<file path="src/rtl/muldiv_sequencer.sv">
// RV32M multiply/divide sequencer for the EX stage: fixed-latency multiply,
// 32-step restoring divide, one-cycle result_valid pulse with a held result.
module muldiv_sequencer #(
  parameter int MUL_CYCLES = 2,
  parameter int XLEN       = 32
) (
  input  logic        clk,
  input  logic        rst_n,
  input  logic        start,
  input  logic [2:0]  func3,
  input  logic [31:0] rs1,
  input  logic [31:0] rs2,
  input  logic        flush,
  output logic        stall_out,
  output logic        busy,
  output logic        result_valid,
  output logic [31:0] result
);

  localparam logic [1:0] S_IDLE = 2'd0;
  localparam logic [1:0] S_MUL  = 2'd1;
  localparam logic [1:0] S_DIV  = 2'd2;
  localparam logic [1:0] S_DONE = 2'd3;

  localparam logic [4:0] MUL_LAST = 5'(MUL_CYCLES - 1);

  logic [1:0]  state;
  logic [4:0]  cnt;
  logic [2:0]  f3;
  logic [31:0] op_a;   // multiplicand, or dividend shifting into quotient
  logic [31:0] op_b;   // multiplier, or divisor magnitude
  logic [31:0] rem;
  logic        q_neg, r_neg;

  // ---- accept-cycle decode
  logic        accept, in_signed, div_zero, div_ovf;
  logic [31:0] abs_a, abs_b, special_res;

  assign accept    = (state == S_IDLE) && start && !flush;
  assign in_signed = !func3[0];
  assign div_zero  = (rs2 == 32'd0);
  assign div_ovf   = in_signed && (rs1 == 32'h8000_0000) && (rs2 == 32'hFFFF_FFFF);
  assign abs_a     = (in_signed && rs1[31]) ? -rs1 : rs1;
  assign abs_b     = (in_signed && rs2[31]) ? -rs2 : rs2;

  always_comb begin
    special_res = 32'd0;
    if (div_zero)     special_res = func3[1] ? rs1 : 32'hFFFF_FFFF;
    else if (div_ovf) special_res = func3[1] ? 32'd0 : 32'h8000_0000;
  end

  // ---- multiply: 33x33 signed product of sign/zero-extended operands
  logic               a_sx, b_sx;
  logic signed [65:0] a_w, b_w, product;
  logic [31:0]        mul_res;

  assign a_sx    = (f3 != 3'd3) && op_a[31];
  assign b_sx    = (f3 == 3'd0 || f3 == 3'd1) && op_b[31];
  assign a_w     = {{34{a_sx}}, op_a};
  assign b_w     = {{34{b_sx}}, op_b};
  assign product = a_w * b_w;
  assign mul_res = (f3 == 3'd0) ? product[31:0] : product[63:32];

  // ---- one restoring divide step; sign fix-up folded in for the last step
  logic [32:0] trial, diff;
  logic        ge;
  logic [31:0] rem_n, quo_n, div_res;

  assign trial   = {rem, op_a[31]};
  assign diff    = trial - {1'b0, op_b};
  assign ge      = (trial >= {1'b0, op_b});
  assign rem_n   = ge ? diff[31:0] : trial[31:0];
  assign quo_n   = {op_a[30:0], ge};
  assign div_res = f3[1] ? (r_neg ? -rem_n : rem_n) : (q_neg ? -quo_n : quo_n);

  always_ff @(posedge clk or negedge rst_n) begin
    if (!rst_n) begin
      state  <= S_IDLE;
      cnt    <= 5'd0;
      f3     <= 3'd0;
      op_a   <= 32'd0;
      op_b   <= 32'd0;
      rem    <= 32'd0;
      q_neg  <= 1'b0;
      r_neg  <= 1'b0;
      result <= 32'd0;
    end else begin
      case (state)
        S_IDLE: if (accept) begin
          f3 <= func3;
          if (!func3[2]) begin
            op_a  <= rs1;
            op_b  <= rs2;
            cnt   <= MUL_LAST;
            state <= S_MUL;
          end else if (div_zero || div_ovf) begin
            result <= special_res;
            state  <= S_DONE;
          end else begin
            op_a  <= abs_a;
            op_b  <= abs_b;
            rem   <= 32'd0;
            q_neg <= in_signed && (rs1[31] ^ rs2[31]);
            r_neg <= in_signed && rs1[31];
            cnt   <= 5'd31;
            state <= S_DIV;
          end
        end
        S_MUL: begin
          if (flush) state <= S_IDLE;
          else if (cnt == 5'd0) begin
            result <= mul_res;
            state  <= S_DONE;
          end else cnt <= cnt - 5'd1;
        end
        S_DIV: begin
          if (flush) state <= S_IDLE;
          else begin
            op_a <= quo_n;
            rem  <= rem_n;
            cnt  <= cnt - 5'd1;
            if (cnt == 5'd0) begin
              result <= div_res;
              state  <= S_DONE;
            end
          end
        end
        default: state <= S_IDLE;
      endcase
    end
  end

  assign busy         = (state == S_MUL) || (state == S_DIV);
  assign result_valid = (state == S_DONE);
  assign stall_out    = rst_n && (accept || busy);

endmodule

</file>
<file path="config.mk">
export PLATFORM = sky130hd
export DESIGN_NAME = muldiv_sequencer
export DESIGN_NICKNAME = d
export VERILOG_FILES = /design/src/rtl/muldiv_sequencer.sv
export SDC_FILE = /design/constraint.sdc
export NUM_CORES = 2
export LEC_CHECK = 0
export CAP_MARGIN = 20
export CORE_UTILIZATION = 50
export DETAILED_ROUTE_END_ITERATION = 8
export PLACE_DENSITY_LB_ADDON = 0.15
export SLEW_MARGIN = 15
export SYNTH_ARGS = -nofsm -noshare
export SYNTH_HDL_FRONTEND = slang
export SYNTH_SLANG_ARGS = --single-unit
export TNS_END_PERCENT = 5
</file>
<file path="constraint.sdc">
create_clock -name clk -period 12.5 [get_ports clk]
set_input_delay 2.5 -clock clk [delete_from_list [all_inputs] [get_ports clk]]
set_output_delay 2.5 -clock clk [all_outputs]
set_load 0.05 [all_outputs]
</file>
==> run summary <==
CTS buffer count: 17
Post-Route WL: 166000 um
chip height: 319 um
Cells after DPL: 7043
Final period util: 0.774
number of synthesized flops with an enable pin: 0
startpoint type of the worst setup path: flop
DRC violations left: 0
TritonCTS clock tree: yes
most used flip-flop cell after synthesis: dfrtp_1
initial antenna violation count: 6
Post-Syn Area: 50200 um^2
First-pass DRT Iterations: 6
CP arrival: 9960 ps
Synth warnings: 0
Mean Syn Cell Area: 8.51 um^2
Fmax: 103 MHz
CP Capture Type: flop
# setup viols final: 0
wire per inst: 23.5 um
Die X: 319 um
layout cells sized above 1: 0.0297
largest net degree at the start of global routing: 86
CP dominant cell by count: fa_1
HPWL after DPL: 132000 um
GRT Overall Usage: 0.339
Hold Vio Cnt, Final: 0
cts hold-fix bufs: 0
Critical Path Slowest Stage Cell: o21ai_0
I/O pin cnt: 106
vias in the first global route: 42100
Non-Filler Instances: 7075
CTS Buffer Depth: 2
skew final: 10.7 ps
CP Class: reg2reg
status: complete, no violations
GRT Residual Overflow: 0
CTS clk-pin slew, worst paths: 70 ps
Syn Nets: 7351
Slew HR: 0.187
number of port buffers: 105
asr flop ratio synth: 1.00
first-pass GRT wire length: 260000 um
Top delay family on crit path: adder cells
crit path buf inv count: 6
fin nets: 7228
via count: 40800
worst skew pair latency: 460 ps
Worst EP required: 12790 ps
Initial Utilization: 0.508
Core Rows: 115
Tmin final: 9680 ps
area grow syn2layout: 5.35%
crit-path max FO: 40
HP Class: reg2reg
Final Slew Violations: 0
max cap viols: 0
Routed Antenna Nets: 0
total clock sinks: 140
initial detailed-routing violation count: 3664
post-CTS setup buffer count: 0
RSZ-0062 raised after global routing: false
measured slew at the worst slew-check pin: 1220 ps
H-tree depth: 4
Final TNS setup: 0 ps
Netlist cell types: 87
Fin Hold WS: 517 ps
synthesized instance count: 5898
post-synthesis sequential area ratio: 0.0698
crit-path max cell delay: 700 ps
Root Buffer: clkbuf_16
Die ar.: 102000 um^2
Routability Congestion: 0.976
post_cts resized: 0
CORE AREA: 98900 um^2
Seq cells post-synth: 140
Avg Vias per Cell: 5.76
[Yosys cell counts, types with 21 or more instances]
cell	count	area, um^2
a211oi_1	27	203
a21o_1	50	375
a21oi_1	185	926
a31oi_1	33	206
and2_1	263	1650
buf_1	41	154
clkbuf_1	291	1090
dfrtp_1	140	3500
fa_1	1126	22500
ha_1	256	3200
inv_1	1276	4790
mux2i_1	38	380
nand2_1	1019	3820
nand2b_1	30	188
nand3_1	42	210
nand4_1	21	131
nor2_1	212	796
nor3_1	62	310
o211ai_1	28	210
o21ai_0	230	1150
o31ai_1	28	210
or3_1	27	169
xnor2_1	118	1030
xor2_1	82	718
[layer usage]
metal / wire (um) / GRT usage
met5: 39 / 0
met4: 7970 / 0.136
met3: 12900 / 0.0478
met2: 78200 / 0.547
met1: 67100 / 0.460
[cell usage in the layout (no fill, tap or decap), types with 104 or more instances in the layout]
cell type,synthesis,final
xnor2_1,118,118
clkdlybuf4s50_1,0,104
o21ai_0,230,229
a21oi_1,185,185
and2_1,263,262
ha_1,256,255
inv_1,1276,1276
nor2_1,212,212
nand2_1,1019,1019
fa_1,1126,1126
dfrtp_1,140,136
[registers in the layout, summed over array words and instances (netlist names)]
signal and flops:
op_a 32, op_b 32, rem 32, result 32
cnt 5, f3 3, state 2, q_neg 1
r_neg 1
[cell type report]
| cell class | count | area, um^2 |
|---|---|---|
| antenna | 1 | 2.50 |
| clock inverter | 11 | 121 |
| tap | 1287 | 1610 |
| inverter | 1278 | 4800 |
| clock buffer | 20 | 447 |
| sequential | 140 | 3510 |
| multi-input combinational | 4140 | 40600 |
| timing repair buffer | 198 | 1750 |
| fill | 9294 | 46000 |
[worst paths after layout]
kind	start	end	slack, ps	depth (start not counted)
min in group asynchronous	rst_n	cnt[0]$_DFFE_PN0P_	2120	1
hold reg to reg	result[2]$_DFFE_PN0P_	result[2]$_DFFE_PN0P_	520	1
hold / removal	result[2]$_DFFE_PN0P_	result[2]$_DFFE_PN0P_	520	1
max in group asynchronous	rst_n	op_b[25]$_DFFE_PN0P_	8910	2
setup reg to reg	f3[1]$_DFFE_PN0P_	result[15]$_DFFE_PN0P_	2820	29
setup / recovery	f3[1]$_DFFE_PN0P_	result[15]$_DFFE_PN0P_	2820	29
[stage by stage]
stage          instance area (um^2)  utilization  setup slack (ps)
2_1_floorplan                 50200            -              3880
3_3_place_gp                  52300        0.529              3010
6_report                      52900        0.535              2820
3_5_place_dp                  52300        0.529              3040
4_1_cts                       52900        0.535              3000
5_1_grt                       52900        0.535              2440
[cell families after synthesis]
family / count (synthesis) / synth area share
AOI/OAI and AO/OA: 737 / 0.0922
buffers and inverters: 1618 / 0.121
and+or+nand+nor: 1775 / 0.160
DFF: 140 / 0.0698
muxes: 46 / 0.00945
xor gates and xnor gates: 200 / 0.0349
adders and majority gates: 1382 / 0.513
Power is left out: the tool's default activity adds up to more than one toggle a clock period on the data nets, which glitch-free logic cannot reach.
